**src/rtl/ram_dma_copy.sv**
```systemverilog
// Block-copy engine for a single ram_dp-style RAM port: copies cfg_len words
// from cfg_src to cfg_dst, choosing the direction so overlapping regions behave like memmove.
module ram_dma_copy #(
    parameter int ADDR_MSB = 6,
    parameter int MEM_SIZE = 256
) (
    input  logic              mclk,
    input  logic              puc_rst,
    input  logic              cfg_start,
    input  logic [ADDR_MSB:0] cfg_src,
    input  logic [ADDR_MSB:0] cfg_dst,
    input  logic [ADDR_MSB+1:0] cfg_len,
    input  logic              cfg_abort,
    output logic              busy,
    output logic              done,
    output logic              err,
    output logic [ADDR_MSB:0] ram_addr,
    output logic              ram_cen,
    output logic [1:0]        ram_wen,
    output logic [15:0]       ram_din,
    input  logic [15:0]       ram_dout
);

    localparam int AW = ADDR_MSB + 1;
    localparam int LW = ADDR_MSB + 2;
    localparam logic [LW:0] DEPTH = (LW + 1)'(MEM_SIZE / 2);

    typedef enum logic [1:0] {
        IDLE  = 2'd0,
        READ  = 2'd1,
        WRITE = 2'd2,
        DONE  = 2'd3
    } state_t;

    state_t          state, state_nxt;
    logic [AW-1:0]   src_q, dst_q, idx;
    logic [LW-1:0]   rem;
    logic            desc, err_flag;
    logic            range_bad, len_zero;

    // One extra bit of headroom keeps the end-address sums from wrapping
    // even if an out-of-range length is presented.
    assign range_bad = (({2'b00, cfg_src} + {1'b0, cfg_len}) > DEPTH) ||
                       (({2'b00, cfg_dst} + {1'b0, cfg_len}) > DEPTH);
    assign len_zero  = (cfg_len == '0);

    always_ff @(posedge mclk or posedge puc_rst) begin
        if (puc_rst) state <= IDLE;
        else         state <= state_nxt;
    end

    always_comb begin
        state_nxt = state;
        case (state)
            IDLE:  if (cfg_start) state_nxt = (range_bad || len_zero) ? DONE : READ;
            READ:  state_nxt = cfg_abort ? DONE : WRITE;
            WRITE: state_nxt = (cfg_abort || rem == LW'(1)) ? DONE : READ;
            DONE:  state_nxt = IDLE;
            default: state_nxt = IDLE;
        endcase
    end

    always_ff @(posedge mclk or posedge puc_rst) begin
        if (puc_rst) begin
            src_q    <= '0;
            dst_q    <= '0;
            idx      <= '0;
            rem      <= '0;
            desc     <= 1'b0;
            err_flag <= 1'b0;
        end else begin
            if (state == IDLE && cfg_start) begin
                src_q    <= cfg_src;
                dst_q    <= cfg_dst;
                rem      <= cfg_len;
                desc     <= (cfg_dst > cfg_src);
                idx      <= (cfg_dst > cfg_src) ? AW'(cfg_len - LW'(1)) : '0;
                err_flag <= range_bad;
            end else if (state == WRITE) begin
                rem <= rem - LW'(1);
                idx <= desc ? idx - AW'(1) : idx + AW'(1);
            end
        end
    end

    // RAM strobes come from registered state only; write data is the word
    // the RAM returns for the read issued in the preceding cycle.
    always_comb begin
        busy     = 1'b0;
        done     = 1'b0;
        err      = 1'b0;
        ram_cen  = 1'b1;
        ram_wen  = 2'b11;
        ram_addr = '0;
        ram_din  = '0;
        case (state)
            READ: begin
                busy     = 1'b1;
                ram_cen  = 1'b0;
                ram_addr = src_q + idx;
            end
            WRITE: begin
                busy     = 1'b1;
                ram_cen  = 1'b0;
                ram_wen  = 2'b00;
                ram_addr = dst_q + idx;
                ram_din  = ram_dout;
            end
            DONE: begin
                done = 1'b1;
                err  = err_flag;
            end
            default: ;
        endcase
    end

endmodule

```
**config.mk**
```make
export PLATFORM = sky130hd
export DESIGN_NAME = ram_dma_copy
export DESIGN_NICKNAME = d
export VERILOG_FILES = /design/src/rtl/ram_dma_copy.sv
export SDC_FILE = /design/constraint.sdc
export NUM_CORES = 1
export LEC_CHECK = 0
export BUFFER_PORTS_ARGS = -buffer_cell sky130_fd_sc_hd__buf_2
export CAP_MARGIN = 20
export CORE_MARGIN = 1.5
export CORE_UTILIZATION = 45
export DETAILED_ROUTE_END_ITERATION = 10
export PLACE_DENSITY_LB_ADDON = 0.08
export SLEW_MARGIN = 20
export SYNTH_ARGS = -nofsm -noshare
export SYNTH_HDL_FRONTEND = slang
export SYNTH_SLANG_ARGS = --single-unit
```
**constraint.sdc**
```tcl
create_clock -name mclk -period 2.9 [get_ports mclk]
set_input_delay 0.145 -clock mclk [delete_from_list [all_inputs] [get_ports mclk]]
set_output_delay 0.145 -clock mclk [all_outputs]
set_load 0.01 [all_outputs]
```
==> impl_metrics.toml, run 1 <==
[routing]
first_pass_iters = 4
drtIter0Drc = 99
wl_per_cell_um = 14.4
vias = 2842
ant_nets = 0
routed_via_density = 5.31
totalWireLength_um = 7730
route.detailed.drc = 0

[clocking]
numClockSinks = 33
cts_tree = "yes"
clk_path_buf_depth = 2
cts_buffers = 5
cts_root_buffer = "clkbuf_8"
cts_htree_levels = 2
clock_latency_ns = 0.28
path_clk_slew_ns = 0.07

[hold_path]
hp-class = "in2reg"

[sta]
worst_hold_slack_ns = 0.109
worstMarginPinSlew_ns = 0.607
period_minus_slack_ns = 2.76
worst_slack_ns = 0.137
finClkSkew_ns = 0.00750
maxSlewHeadroom = 0.594
finalSetupViolCount = 0
fmax_ghz = 0.362
finalCritPeriodShare = 0.953
hold_viol_final = 0
report.final.slew_viol_count = 0

[synthesis]
yosys.area.top_type = "dfrtp_1"
syn_area_um2 = 3120
synth_top_area_frac = 0.265
async_flop_share = 1.00
seq_area_frac_synth = 0.265
ys.flop_type = "dfrtp_1"
syn-num-nets = 463
ys_warn_count = 0
yosys.cell_types.count = 46
synth-seq-cells = 33
synth_edf_count = 0
avgSynthCellArea_um2 = 8.30
synthCells = 376
synthTopCellsByArea = "dfrtp_1 (26%), ha_1 (16%), nand2_1 (6.3%)"

[floorplanning]
initial_core_util = 0.462
io_pins = 71
dieWidth_um = 86.3
coreArea_um2 = 6760
die-area_um2 = 7440
die-height_um = 86.3
rows = 30

[finish]
fin_nets = 541
mostFrequentLayoutCell = "buf_2"
fill_cells = 647
mostFrequentLayoutCells = "buf_2 (70), nand2_1 (52), ha_1 (38)"
fin_util = 0.554
area_growth_pct = 20.0
antenna_cells = 0
drive_above_1_share = 0.244

[worst_setup_path]
required_ns = 2.76
cp_max_fo = 5
cp-end-kind = "primary output"
rrSetupSlack_ns = 0.69
critPathArrivalTime_ns = 2.62
crit_type = "reg2out"
crit_path_start_kind = "flip-flop"

[run_status]
status = "finished clean"

[grt]
grt_max_degree = 34
antenna_found_initial = 0
grt_pass1_wl_um = 12700
grtUsageTotal = 0.216
grt_pass1_vias = 2567
overflow = 0

[power]
total_leakage_power_nw = 1.86
p_per_area_nw_per_um2 = 1030
p_total_mw = 3.87
ir_drop_v = 0.000324

[place]
pre_cts_slack_ns = 0.192
io_buffer_count = 70
dpl.hpwl_um = 6120
gp_congestion = 0.812

[run]
max_cap_violations = 0
-- final timing paths --
path | from | to | depth (start not counted)
max | state[0]$_DFFE_PP0P_ | ram_addr[5] | 12
min | cfg_dst[6] | dst_q[6]$_DFFE_PP0P_ | 3
min reg2reg | dst_q[5]$_DFFE_PP0P_ | dst_q[5]$_DFFE_PP0P_ | 2
max reg2reg | state[0]$_DFFE_PP0P_ | rem[5]$_DFFE_PP0P_ | 9
min in group asynchronous | puc_rst | idx[5]$_DFFE_PP0P_ | 4
max in group asynchronous | puc_rst | state[1]$_DFFE_PP0P_ | 4
-- state kept, by name (all words and copies together) (netlist names) --
name	cells
desc	1
dst_q	7
idx	7
src_q	7
rem	8
state	2
err_flag	1
-- power breakdown --
group	leakage [nW]	switching [mW]	internal, mW	total, mW
sequential	0.398	0.200	0.696	0.896
combinational	1.42	1.39	1.25	2.64
clock	0.0450	0.165	0.166	0.332
-- through the flow --
step	instance area [um^2]	instances	TNS, ns
final	3740	535	0
after global placement	3570	521	0
after CTS	3670	530	0
after detailed placement	3570	521	0
after floorplan	3120	376	0
after global routing	3740	535	-0.0119
-- cell families (layout without fill, tap and decap cells) --
group	count (synthesis)	count (layout)	share of synthesized area
buffers and inverters	40	119	0.0497
AND/OR/NAND/NOR	131	131	0.201
adder cells (fa/ha/maj)	45	45	0.190
flip-flops	33	33	0.265
AO/OA/AOI/OAI	96	96	0.202
multiplexers	7	7	0.0249
XOR/XNOR	24	24	0.0674
-- worst max-delay path, cell delays in order (launching register included) --
cell	delay [ns]
dfrtp_1	0.40
inv_2	0.09
ha_4	0.17
mux2_2	0.36
ha_1	0.28
a21o_1	0.18
a21o_1	0.20
a21oi_1	0.15
nor2_1	0.05
nor2_1	0.11
xor2_1	0.15
nor2_1	0.05
buf_2	0.13
-- layout make-up --
| cell class | instances | area [um^2] | share of cell area |
|---|---|---|---|
| multi-input combinational | 303 | 2180 | 0.583 |
| sequential | 33 | 827 | 0.221 |
| timing repair buffer | 82 | 443 | 0.118 |
| inverter | 29 | 109 | 0.0291 |
| tap | 80 | 100 | 0.0267 |
| clock buffer | 6 | 72.6 | 0.0194 |
| clock inverter | 2 | 10.0 | 0.00267 |
-- synthesized netlist by cell type, types with 6 or more instances --
cell type / n
nand2_1: 52
ha_1: 41
dfrtp_1: 33
o21ai_0: 32
inv_1: 29
nor2_1: 26
and2_1: 19
a21oi_1: 17
xnor2_1: 14
nor3_1: 10
xor2_1: 10
a31oi_1: 9
a21o_1: 7
clkbuf_1: 7
o21a_1: 7
mux2_2: 6
-- timing repair --
item,in CTS,in global routing
setup endpoints to repair,2,2
pin swaps,0,5
hold buffers,1,0
setup buffers,0,5
endpoints found under the hold margin,33,0
gates cloned,0,0
resized for setup,3,9
-- metal layers --
metal,track usage,vias to the layer above,part of all wire
met4,0.0499,0,0.011
met2,0.352,48,0.48
met3,0.0314,8,0.030
met1,0.305,1326,0.48
li1,-,1460,-
met5,0,-,0
No activity file was read; power rests on OpenSTA's default activity.
==> inputs of run 2 (changes only) <==
Settings changed: CORE_ASPECT_RATIO set to 0.7.
==> run 2 against run 1 <==
  * Maximum frequency is 1.6% lower
  * Worst hold slack got worse by 0.016 ns
  * Sequential share of layout area increased by 0.074 points
  * Final area fell by 0.33%
  * Routed wire length up 2.5%
  * Total power decreased by 1.1%
  * Critical path depth unchanged
  * Die area is 0.11% higher
  * Largest power group unchanged
==> impl_metrics.toml, run 2 (synthesized netlist as in run 1, its figures left out) <==
[run_status]
status = "finished clean"

[worst_setup_path]
reg2reg_from = "desc$_DFFE_PP0P_"
crit_type = "reg2out"
required_ns = 2.76
ff2ff_path_depth = 8
cp-end-kind = "primary output"
r2r-end = "idx[6]$_DFFE_PP0P_"
cp_max_fo = 5
crit_path_start_kind = "flip-flop"
rrSetupSlack_ns = 0.63
critPathArrivalTime_ns = 2.66

[routing]
routed_via_density = 5.25
wl_per_cell_um = 14.5
route.detailed.drc = 0
first_pass_iters = 4
vias = 2859
ant_nets = 0
totalWireLength_um = 7920
drtIter0Drc = 80

[grt]
grtUsageMet1 = 0.364
grtUsageTotal = 0.228
met2_usage = 0.330
antenna_found_initial = 0
grt_pass1_vias = 2603
grt_busiest_layer = "met1"
grt_max_degree = 34
overflow = 0
grt.met3_usage = 0.0345
grt_pass1_wl_um = 13000

[power]
ir_drop_v = 0.000374
total_leakage_power_nw = 1.84
p_total_mw = 3.83
p_per_area_nw_per_um2 = 1030

[finish]
regMostFlops = "rem"
drive_above_1_share = 0.233
mostFrequentLayoutCells = "buf_2 (70), nand2_1 (52), ha_1 (39)"
antenna_cells = 0
mostFrequentLayoutCell = "buf_2"
area_growth_pct = 19.6
largest_register_ffs = 8
fin_nets = 537
fill_cells = 643

[clocking]
cts_buffers = 5
clock_latency_ns = 0.29
path_clk_slew_ns = 0.08
clk_path_buf_depth = 2
cts_tree = "yes"
cts_root_buffer = "clkbuf_8"
numClockSinks = 33
cts_htree_levels = 2

[floorplanning]
io_pins = 71
dieWidth_um = 103
die-height_um = 72.7
rows = 25
die-area_um2 = 7450
initial_core_util = 0.464
coreArea_um2 = 6730

[sta]
finalCritPeriodShare = 0.968
finClkSkew_ns = 0.00513
hold_viol_final = 0
finalSetupViolCount = 0
report.final.slew_viol_count = 0
tns_ns = 0
period_minus_slack_ns = 2.81
fmax_ghz = 0.356
worstMarginPinSlew_ns = 0.656
worst_hold_slack_ns = 0.0928
rsz0062_at_grt = "true"
maxSlewHeadroom = 0.562

[place]
io_buffer_count = 70
gp_congestion = 0.804
dpl.hpwl_um = 6250

[hold_path]
min_from = "cfg_dst[6]"
holdPathStages = 3
hp-class = "in2reg"
whs_endpoint = "dst_q[6]$_DFFE_PP0P_"

[run]
max_cap_violations = 0
## run 2: cell count changes in the layout (fill, tap and decap cells not counted), sizes merged
cell / delta
clkbuf: -1
buf: -4
clkinvlp: +1
## run 2: cell type report
class                   instances  area (um^2)  share of cell area
clock inverters                 3         17.5             0.00470
inverters                      29          114              0.0305
well taps                      94          118              0.0315
clock buffers                   5         68.8              0.0185
repair buffers                 78          413               0.111
flip-flops and latches         33          827               0.222
multi-input cells             303         2170               0.582
## run 2: how the worst max path moves through the flow
stage,start,endpoint,slack [ns]
floorplan,state[0]$_DFFE_PP0P_,ram_addr[6],0.1
global placement,state[0]$_DFFE_PP0P_,ram_addr[6],0.26
detailed placement,state[0]$_DFFE_PP0P_,ram_addr[6],0.19
CTS,state[0]$_DFFE_PP0P_,ram_addr[6],0.001
global route,state[0]$_DFFE_PP0P_,ram_addr[6],-0.06
finish,state[0]$_DFFE_PP0P_,ram_addr[6],0.09
## run 2: timing repair
| item | in CTS | in global routing |
|---|---|---|
| pin swaps | 0 | 4 |
| hold endpoints to repair | 33 | 0 |
| setup buffers | 0 | 2 |
| gates resized for setup | 3 | 9 |
| setup endpoints to repair | 2 | 2 |
| hold buffers | 1 | 0 |
## run 2: through the flow
stage / worst slack (ns) / instances / instance area, um^2 / util
finish: 0.0927 / 545 / 3730 / 0.555
global route: -0.0598 / 545 / 3730 / 0.555
CTS: 0.00142 / 543 / 3690 / 0.548
detailed placement: 0.188 / 534 / 3580 / 0.532
global placement: 0.260 / 534 / 3580 / 0.532
floorplan: 0.0980 / 376 / 3120 / -
## run 2: per-layer routing
metal	vias to the layer above	wire, um
met5	-	0
met4	0	48
met3	6	310
met2	62	3260
met1	1327	4300
li1	1464	-
## run 2: critical path, stage by stage (launching register included)
cell	delay, ns
dfrtp_2	0.44
inv_4	0.08
ha_4	0.17
mux2_2	0.35
ha_1	0.30
nor2b_1	0.15
o21a_1	0.19
nor2_2	0.15
o21bai_1	0.07
a21oi_1	0.16
xnor2_1	0.13
nor2_1	0.05
buf_2	0.14
## run 2: power by group
part | switching [mW] | internal, mW
Sequential | 0.216 | 0.695
Clock | 0.188 | 0.166
Combinational | 1.37 | 1.20
==> inputs of run 3 (changes only) <==
--- a/config.mk
+++ b/config.mk
@@ -17,2 +17,3 @@
 export SYNTH_HDL_FRONTEND = slang
 export SYNTH_SLANG_ARGS = --single-unit
+export TNS_END_PERCENT = 100
==> constraint.sdc (replaced) <==
create_clock -name mclk -period 2.9 [get_ports mclk]
set_input_delay 0.435 -clock mclk [delete_from_list [all_inputs] [get_ports mclk]]
set_output_delay 0.435 -clock mclk [all_outputs]
set_load 0.01 [all_outputs]
==> run 3 against run 2 <==
  * The run now ends with negative setup slack left
  * Worst hold slack improved by 0.15 ns
  * Sequential power down 1%
  * Sequential cell count unchanged
  * Maximum frequency decreased by 5.8%
  * Final cell count rose by 0.55%
  * Routed wire length down 0.52%
  * Clock power rose by 27%
  * Sequential share of layout area fell by 0.37 points
  * Global-route usage increased by 0.25 points
  * Die area did not move
==> impl_metrics.toml, run 3 (synthesized netlist as in run 1, its figures left out) <==
[routing]
ant_nets = 0
totalWireLength_um = 7870
vias = 2816
routed_via_density = 5.14
first_pass_iters = 6
route.detailed.drc = 0
wl_per_cell_um = 14.4
drtIter0Drc = 104

[finish]
seqCellArea_um2 = 827
regMostFlops = "rem"
fin_nets = 540
mostFrequentLayoutCells = "buf_2 (70), nand2_1 (52), ha_1 (38)"
final_area_um2 = 3790
antenna_cells = 0
mostFrequentLayoutCell = "buf_2"
multi_input_area_um2 = 2190
drive_above_1_share = 0.242
largest_register_ffs = 8
fill_cells = 639
area_growth_pct = 21.6

[grt]
grt_max_degree = 34
antenna_found_initial = 0
grt_pass1_vias = 2693
grt_pass1_wl_um = 13200
grtUsageTotal = 0.230
overflow = 0

[sta]
fmax_ghz = 0.336
hold_viol_final = 0
worstMarginPinSlew_ns = 0.576
worst_slack_ns = -0.0797
finalSetupViolCount = 2
finalCritPeriodShare = 1.03
tns_ns = -0.135
maxSlewHeadroom = 0.616
worst_hold_slack_ns = 0.242
finClkSkew_ns = 0.00576
rsz0062_at_grt = "true"
report.final.slew_viol_count = 0
period_minus_slack_ns = 2.98

[run]
max_cap_violations = 0

[power]
pwr-share-clk = 0.112
p_per_area_nw_per_um2 = 1060
swShare = 0.441
pwr-share-seq = 0.225
ir_drop_v = 0.000351
p_int_mw = 2.24
p_sw_mw = 1.77
power_frac_comb = 0.663
total_leakage_power_nw = 1.88
p_total_mw = 4.01

[worst_setup_path]
cp-end-kind = "primary output"
critPathArrivalTime_ns = 2.54
required_ns = 2.47
cp_max_fo = 5
crit_type = "reg2out"
crit_path_start_kind = "flip-flop"

[place]
dpl.hpwl_um = 6230
gp_congestion = 0.853
io_buffer_count = 70
post_dp_cell_area_um2 = 3600

[floorplanning]
die-area_um2 = 7450
io_pins = 71
rows = 25
dieWidth_um = 103
coreArea_um2 = 6730
initial_core_util = 0.464
die-height_um = 72.7

[clocking]
clock_latency_ns = 0.28
cts_buffers = 5
numClockSinks = 33
cts_htree_levels = 2
cts_tree = "yes"
clk_path_buf_depth = 2
path_clk_slew_ns = 0.07
cts_root_buffer = "clkbuf_8"

[run_status]
violations = "negative setup slack"
status = "finished with violations"

[hold_path]
hp-class = "in2async"
run 3: changes by cell type in the layout (fill, tap and decap cells not counted), moves of 2 or more:
cell      delta
inv_2        +2
buf_4        +4
clkinv_2     -2
inv_4        -2
run 3: worst paths after layout:
check	startpoint	endpoint	slack (ns)	cells after the start
setup / recovery	state[0]$_DFFE_PP0P_	ram_addr[6]	-0.08	14
hold / removal	puc_rst	rem[0]$_DFFE_PP0P_	0.24	3
setup reg to reg	desc$_DFFE_PP0P_	idx[6]$_DFFE_PP0P_	0.64	8
hold reg to reg	src_q[3]$_DFFE_PP0P_	src_q[3]$_DFFE_PP0P_	0.48	2
max in group asynchronous	puc_rst	state[1]$_DFFE_PP0P_	2.32	3
min in group mclk	cfg_dst[2]	dst_q[2]$_DFFE_PP0P_	0.40	3
run 3: through the flow:
stage          std cells  utilization  setup WS [ns]
6_report             548        0.564        -0.0797
3_5_place_dp         537        0.536         0.0683
3_3_place_gp         537        0.536          0.111
5_1_grt              548        0.564         -0.256
4_1_cts              547        0.563        -0.0657
2_1_floorplan        376            -        0.00700
run 3: routing by layer:
layer,up-vias,track usage,part of all wire
met5,-,0,0
met4,0,0.0365,0.0027
met3,2,0.0335,0.032
met2,51,0.348,0.42
met1,1298,0.354,0.54
li1,1465,-,-
run 3: power groups by stage:
stage               Clock (mW)  Combinational, mW  Sequential, mW
global placement             0               2.50           0.899
CTS                      0.454               2.65           0.899
global route             0.482               3.04           0.927
detailed placement           0               2.52           0.899
finish                   0.449               2.66           0.901
floorplan                    0               1.86           0.835
run 3: worst max-delay path, cell delays in order, from the launching register on:
cell and delay, ns:
dfrtp_1 0.39, inv_2 0.08, ha_4 0.17, mux2_4 0.33, ha_4 0.17, inv_2 0.05, fa_2 0.19, nor2b_2 0.04
o21a_1 0.19, nor2_2 0.10, o21bai_1 0.07, a21oi_1 0.17, xnor2_1 0.14, nor2_1 0.05, buf_2 0.14
run 3: cell type report:
cell class / count / area share
Clock inverter: 1 / 0.00792
Clock buffer: 7 / 0.0228
Tap cell: 94 / 0.0310
Inverter: 29 / 0.0287
Timing Repair Buffer: 81 / 0.114
Multi-Input combinational cell: 303 / 0.578
Sequential cell: 33 / 0.218
run 3: timing repair:
| item | CTS | global route |
|---|---|---|
| buffers inserted | 2 | 1 |
| gates resized for setup | 12 | 0 |
| gates cloned | 0 | 0 |
| setup endpoints to repair | 3 | 4 |
| pin swaps | 9 | 2 |
| hold buffers | 0 | 0 |
